<file path="src/rtl/mode_sequencer.sv">
// Auto/manual control-word sequencer for the image-processor control word.
// Raw switches and buttons are synchronised and debounced. In auto mode a
// step counter advances on a programmable dwell (with pause and single-step)
// and the control word is assembled from bit-fields of that step count. The
// applied word can be held back until a vsync rising edge so that the mode
// never changes in the middle of a frame.
// The three fields are assumed not to overlap and to fit inside DATA_W.
module mode_sequencer #(
  parameter int DATA_W      = 9,
  parameter int DWELL       = 200_000_000,
  parameter int CNT_W       = 32,
  parameter int DEB_LEN     = 1_000_000,
  parameter int STEP_W      = 8,
  parameter int DISP_LSB    = 0,
  parameter int DISP_W      = 2,
  parameter int DISP_SHIFT  = 0,
  parameter int MODE_LSB    = 3,
  parameter int MODE_W      = 4,
  parameter int MODE_SHIFT  = 2,
  parameter int COLOR_LSB   = 7,
  parameter int COLOR_W     = 2,
  parameter int COLOR_SHIFT = 1,
  parameter int SYNC_VSYNC  = 1
) (
  input  logic              clk,
  input  logic              reset,
  input  logic [DATA_W-1:0] i_sw,
  input  logic              i_auto,
  input  logic              i_pause,
  input  logic              i_step,
  input  logic              i_vsync,
  output logic [DATA_W-1:0] o_word,
  output logic              o_update,
  output logic [STEP_W-1:0] o_step,
  output logic              o_auto
);

  localparam int               DEB_W      = $clog2(DEB_LEN) + 1;
  localparam logic [DEB_W-1:0] DEB_LAST   = DEB_W'(DEB_LEN - 1);
  localparam logic [CNT_W-1:0] DWELL_LAST = CNT_W'(DWELL - 1);

  // Bit positions of the scalar controls inside the packed control vectors.
  localparam int C_AUTO  = 0;
  localparam int C_PAUSE = 1;
  localparam int C_STEP  = 2;

  // Extracts step[shift +: width] (bits above STEP_W read as 0) and places
  // it at bit lsb of a control word.
  function automatic logic [DATA_W-1:0] f_field(input logic [STEP_W-1:0] step,
                                                input int lsb, input int width,
                                                input int shift);
    logic [STEP_W+DATA_W-1:0] ext;
    logic [STEP_W+DATA_W-1:0] mask;
    ext  = {{DATA_W{1'b0}}, step} >> shift;
    mask = '0;
    for (int b = 0; b < STEP_W + DATA_W; b++) begin
      if (b < width) mask[b] = 1'b1;
    end
    return DATA_W'(ext & mask) << lsb;
  endfunction

  logic [2:0]            w_ctl_raw;
  logic [2:0]            r_ctl_s1;
  logic [2:0]            r_ctl_s2;
  logic [2:0]            r_ctl_deb;
  logic [2:0][DEB_W-1:0] r_ctl_cnt;

  logic [DATA_W-1:0]     r_sw_s1;
  logic [DATA_W-1:0]     r_sw_s2;
  logic [DATA_W-1:0]     r_sw_s3;
  logic [DATA_W-1:0]     r_sw_deb;
  logic [DEB_W-1:0]      r_sw_cnt;

  logic                  r_step_prev;
  logic                  w_step_req;
  logic [CNT_W-1:0]      r_dwell;
  logic [STEP_W-1:0]     r_step;

  logic [DATA_W-1:0]     w_auto_word;
  logic [DATA_W-1:0]     r_cand;

  logic                  r_vs_s1;
  logic                  r_vs_s2;
  logic                  r_vs_prev;
  logic                  w_vs_rise;
  logic                  r_vs_apply;
  logic                  w_load;

  logic [DATA_W-1:0]     r_word;
  logic                  r_update;

  assign w_ctl_raw = {i_step, i_pause, i_auto};

  // Synchronise and debounce auto, pause and step, each with its own counter.
  // NOTE: every clocked assignment is non-blocking so all flops sample the
  // pre-edge values; blocking here would collapse the synchroniser chain.
  always_ff @(posedge clk) begin
    if (reset) begin
      r_ctl_s1  <= '0;
      r_ctl_s2  <= '0;
      r_ctl_deb <= '0;
      r_ctl_cnt <= '0;
    end else begin
      r_ctl_s1 <= w_ctl_raw;
      r_ctl_s2 <= r_ctl_s1;
      for (int i = 0; i < 3; i++) begin
        if (r_ctl_s2[i] == r_ctl_deb[i]) begin
          r_ctl_cnt[i] <= '0;
        end else if (r_ctl_cnt[i] == DEB_LAST) begin
          r_ctl_deb[i] <= r_ctl_s2[i];
          r_ctl_cnt[i] <= '0;
        end else begin
          r_ctl_cnt[i] <= r_ctl_cnt[i] + DEB_W'(1);
        end
      end
    end
  end

  // Synchronise the switch bank and debounce it as one vector; any movement
  // of the synced vector restarts the stability count.
  always_ff @(posedge clk) begin
    if (reset) begin
      r_sw_s1  <= '0;
      r_sw_s2  <= '0;
      r_sw_s3  <= '0;
      r_sw_deb <= '0;
      r_sw_cnt <= '0;
    end else begin
      r_sw_s1 <= i_sw;
      r_sw_s2 <= r_sw_s1;
      r_sw_s3 <= r_sw_s2;
      if (r_sw_s2 == r_sw_deb) begin
        r_sw_cnt <= '0;
      end else if (r_sw_s2 != r_sw_s3) begin
        r_sw_cnt <= '0;
      end else if (r_sw_cnt == DEB_LAST) begin
        r_sw_deb <= r_sw_s2;
        r_sw_cnt <= '0;
      end else begin
        r_sw_cnt <= r_sw_cnt + DEB_W'(1);
      end
    end
  end

  assign w_step_req = r_ctl_deb[C_STEP] & ~r_step_prev;

  // Dwell timer and step counter: free-run in auto, hold on pause, advance
  // once per step request (a request on the expiry cycle counts only once).
  always_ff @(posedge clk) begin
    if (reset) begin
      r_step_prev <= 1'b0;
      r_dwell     <= '0;
      r_step      <= '0;
    end else begin
      r_step_prev <= r_ctl_deb[C_STEP];
      if (!r_ctl_deb[C_AUTO]) begin
        r_dwell <= '0;
      end else if (w_step_req) begin
        r_step  <= r_step + STEP_W'(1);
        r_dwell <= '0;
      end else if (!r_ctl_deb[C_PAUSE]) begin
        if (r_dwell == DWELL_LAST) begin
          r_dwell <= '0;
          r_step  <= r_step + STEP_W'(1);
        end else begin
          r_dwell <= r_dwell + CNT_W'(1);
        end
      end
    end
  end

  // Assemble the auto control word from the step-count fields.
  // NOTE: the variable gets a full default before any partial assignment, so
  // no path leaves it unassigned and no latch is inferred.
  always_comb begin
    w_auto_word = '0;
    w_auto_word = w_auto_word
                | f_field(r_step, DISP_LSB,  DISP_W,  DISP_SHIFT)
                | f_field(r_step, MODE_LSB,  MODE_W,  MODE_SHIFT)
                | f_field(r_step, COLOR_LSB, COLOR_W, COLOR_SHIFT);
  end

  assign w_vs_rise = r_vs_s2 & ~r_vs_prev;
  assign w_load    = (SYNC_VSYNC == 0) ? 1'b1 : r_vs_apply;

  // Vsync synchroniser and registered rising-edge detect.
  always_ff @(posedge clk) begin
    if (reset) begin
      r_vs_s1    <= 1'b0;
      r_vs_s2    <= 1'b0;
      r_vs_prev  <= 1'b0;
      r_vs_apply <= 1'b0;
    end else begin
      r_vs_s1    <= i_vsync;
      r_vs_s2    <= r_vs_s1;
      r_vs_prev  <= r_vs_s2;
      r_vs_apply <= w_vs_rise;
    end
  end

  // Candidate selection and gated application of the control word.
  always_ff @(posedge clk) begin
    if (reset) begin
      r_cand   <= '0;
      r_word   <= '0;
      r_update <= 1'b0;
    end else begin
      r_cand   <= r_ctl_deb[C_AUTO] ? w_auto_word : r_sw_deb;
      r_update <= 1'b0;
      if (w_load) begin
        r_word   <= r_cand;
        r_update <= (r_cand != r_word);
      end
    end
  end

  assign o_word   = r_word;
  assign o_update = r_update;
  assign o_step   = r_step;
  assign o_auto   = r_ctl_deb[C_AUTO];

endmodule

</file>
<file path="config.mk">
export PLATFORM = sky130hd
export DESIGN_NAME = mode_sequencer
export DESIGN_NICKNAME = d
export VERILOG_FILES = /design/src/rtl/mode_sequencer.sv
export SDC_FILE = /design/constraint.sdc
export NUM_CORES = 1
export LEC_CHECK = 0
export CORE_MARGIN = 4
export CORE_UTILIZATION = 35
export DETAILED_ROUTE_END_ITERATION = 12
export GPL_TIMING_DRIVEN = 0
export SLEW_MARGIN = 0
export SYNTH_ARGS = -nofsm -noshare
export SYNTH_HDL_FRONTEND = slang
export SYNTH_SLANG_ARGS = --single-unit
</file>
<file path="constraint.sdc">
create_clock -name clk -period 2.6 [get_ports clk]
set_input_delay 0.65 -clock clk [delete_from_list [all_inputs] [get_ports clk]]
set_output_delay 0.65 -clock clk [all_outputs]
set_load 0.01 [all_outputs]
</file>
==> flow_summary.toml <==
[placed_design]
dp_hpwl_um = 10700
portBuffers = 32
gp_congestion = 0.787

[floorplanning]
ios = 34
coreArea_um2 = 22600
num_rows = 55
die_area_um2 = 25300
die_height_um = 159
dieWidth_um = 159
start_util_pct = 35.4

[final_layout]
utilization_pct = 41.2
drive_gt1_share_pct = 7.24
nFillCells = 2263
diodes = 0
synthToLayoutAreaGrowth_pct = 16.1
nets = 934

[grt]
grt_pass1_vias = 5335
grtUsageTotal_pct = 12.3
grt_overflow = 0
grt_max_degree = 17
grt_pass1_wl_um = 26100
grt_antenna_before_repair = 0

[synth]
synth-async-reset-ratio_pct = 0
synth.area.mux_share_pct = 3.64
synth_top_family_by_area = "simple AND/OR/NAND/NOR gates"
synthAdderAreaFrac_pct = 0.938
synth_area_um2 = 8000
synth_cells = 862
ys.flop_type = "dfxtp_1"
synth_edf_count = 0
yosysWarnings = 0
ys_ff_latch = 193
syn-num-nets = 883
synthSimpleGateAreaFrac_pct = 28.3
synth_cell_types = 46
synth_compound_area_share_pct = 1.25
synth_xor_area_share_pct = 14.9
syn_area_per_cell_um2 = 9.28
ys_seq_area_share_pct = 48.3

[flow_run]
drv_cap = 0

[worst_setup_path]
crit_buf_inv = 1
worst-setup-path-type = "flip-flop to flip-flop"
arrival_ns = 2.59
worstPathCellList = "ha_1 > and3b_1 > and3_1 > a31oi_1 > nand3b_1 > clkbuf_1 > nor2_1"
cpLargestDelayFamily = "simple AND/OR/NAND/NOR gates"
critical-path-max-stage-delay_ns = 0.37
end_kind = "flip-flop"
crit_fanout = 10
cp_slowest_cell = "a31oi_1"
cp.required_ns = 2.96
startpoint_type = "flip-flop"

[drt]
firstDrtPassIters = 4
post-route-drc-count = 0
vias = 5697
ant_nets = 0
drtIter0Drc = 324
viasPerCell = 4.71
totalWireLength_um = 15300
wl_per_cell_um = 12.6

[clock_tree]
clkLatencyLatePin_ns = 0.43
cts_buffers = 17
clk_pin_slew_ns = 0.07
root_buffer = "clkbuf_16"
postCtsSetupRepairBufs = 0
holdBufCountCts = 0
cts_resized = 0
htreeDepth = 4
clockBufferDepth = 2
cts_tree = "built"
cts.sinks = 193

[timing]
rsz0062_at_grt = "no"
period_minus_slack_ns = 2.23
finalHoldViolCount = 0
max_freq_mhz = 449
setup-violations-final = 0
period_share_pct = 85.6
slew_violations = 0
slew-limit-headroom_pct = 53.0
tns_ns = 0
clock_skew_ns = 0.0105
tightest_slew_ns = 0.699

[power_and_ir_drop]
switchingPower_mw = 1.16
p_int_mw = 4.65
switching_share_pct = 20.0
power.share.clock_pct = 46.4
powerDensity_nw_per_um2 = 625
seq_power_share_pct = 51.6
p_leak_nw = 2.97
vdd_ir_drop_max_uv = 493
p_comb_share_pct = 2.0

[outcome]
status = "finished clean"

[worst_hold_path]
min_path_type = "flip-flop to flip-flop"
[cell type report]
class	instances	area, um2	share of cell area (%)
Clock buffer	22	484	5.21
Timing Repair Buffer	32	320	3.45
Buffer	29	138	1.48
Inverter	20	75.1	0.808
Tap cell	285	357	3.84
Sequential cell	193	3860	41.6
Clock inverter	9	129	1.39
Multi-Input combinational cell	620	3920	42.2
[kinds of logic after synthesis]
| family | count (synthesis) |
|---|---|
| xor gates and xnor gates | 136 |
| AOI/OAI and AO/OA | 19 |
| DFF | 193 |
| and+or+nand+nor | 431 |
| adders and majority gates | 6 |
| buffers and inverters | 49 |
| muxes | 28 |
[metal layers]
metal / track usage [%] / part of all wire, %
met1: 16.7 / 51
met2: 19.1 / 44
met3: 3.31 / 3.5
met4: 3.94 / 1.1
met5: 0 / 0
[cells in the mapped netlist, drive strengths merged, types with 11 or more instances]
cell type / n / area (um2)
a21oi: 11 / 55.1
and3: 14 / 87.6
clkbuf: 20 / 75.1
dfxtp: 193 / 3860
inv: 20 / 75.1
mux2i: 19 / 190
nand2: 35 / 131
nand3: 46 / 240
nand4: 26 / 169
nor2: 156 / 611
nor2b: 52 / 325
nor3: 22 / 121
nor4: 33 / 213
or3: 12 / 75.1
xnor2: 91 / 797
xor2: 45 / 394
[flip-flops by register name, indices dropped and copies added, names as in the netlist, 3 cells and up]
name	count
r_sw_deb	9
o_word	9
r_ctl_s1	3
r_sw_s3	9
o_step	8
r_sw_cnt	21
r_cand	9
r_sw_s1	9
r_ctl_cnt	63
r_dwell	32
r_ctl_deb	3
r_sw_s2	9
r_ctl_s2	3
[power groups by stage]
| stage | Combinational, mW | Clock (mW) | Sequential, mW |
|---|---|---|---|
| floorplan | 0.0764 | 0 | 3.06 |
| global placement | 0.120 | 0 | 3.06 |
| detailed placement | 0.120 | 0 | 3.06 |
| CTS | 0.120 | 2.77 | 3.00 |
| global route | 0.130 | 2.90 | 3.00 |
| finish | 0.117 | 2.70 | 3.00 |
[worst reg2reg max path, delay by kind of cell (launching register included)]
kind | cells | cell delay, ns
AOI/OAI and AO/OA | 1 | 0.37
buffers and inverters | 1 | 0.32
DFF | 1 | 0.35
adders and majority gates | 1 | 0.23
and+or+nand+nor | 4 | 0.90
[placed cells by master, fill, tap and decap left out, types with 19 or more instances in the layout]
cell / netlist / routed
dfxtp_1: 193 / 193
nor2_1: 146 / 146
xnor2_1: 91 / 91
nor2b_1: 52 / 52
xor2_1: 45 / 45
nand3_1: 44 / 44
nand2_1: 35 / 35
nor4_1: 32 / 32
clkdlybuf4s50_1: 0 / 32
nand4_1: 25 / 25
clkbuf_1: 20 / 21
nor3_1: 21 / 21
inv_1: 20 / 20
mux2i_1: 19 / 19
[stage by stage]
step / setup slack [ns] / hold slack [ns] / instance area (um2) / power, mW / instances
after floorplan: 0.753 / 0.367 / 8000 / 3.14 / 862
final: 0.374 / 0.384 / 9290 / 5.81 / 1210
after detailed placement: 0.314 / 0.375 / 8680 / 3.18 / 1179
after global placement: 0.245 / 0.371 / 8680 / 3.18 / 1179
after CTS: 0.344 / 0.384 / 9290 / 5.89 / 1210
after global routing: 0.150 / 0.392 / 9290 / 6.02 / 1210
[final timing paths]
check	from	to	slack, ns	cells past startpoint
worst min register to register	r_vs_prev	r_vs_apply	0.38	1
worst max register to register	r_dwell[0]	r_dwell[30]	0.37	7
worst max-delay path	r_dwell[0]	r_dwell[30]	0.37	7
worst min-delay path	r_vs_prev	r_vs_apply	0.38	1
(Power assumes the default switching activity.)
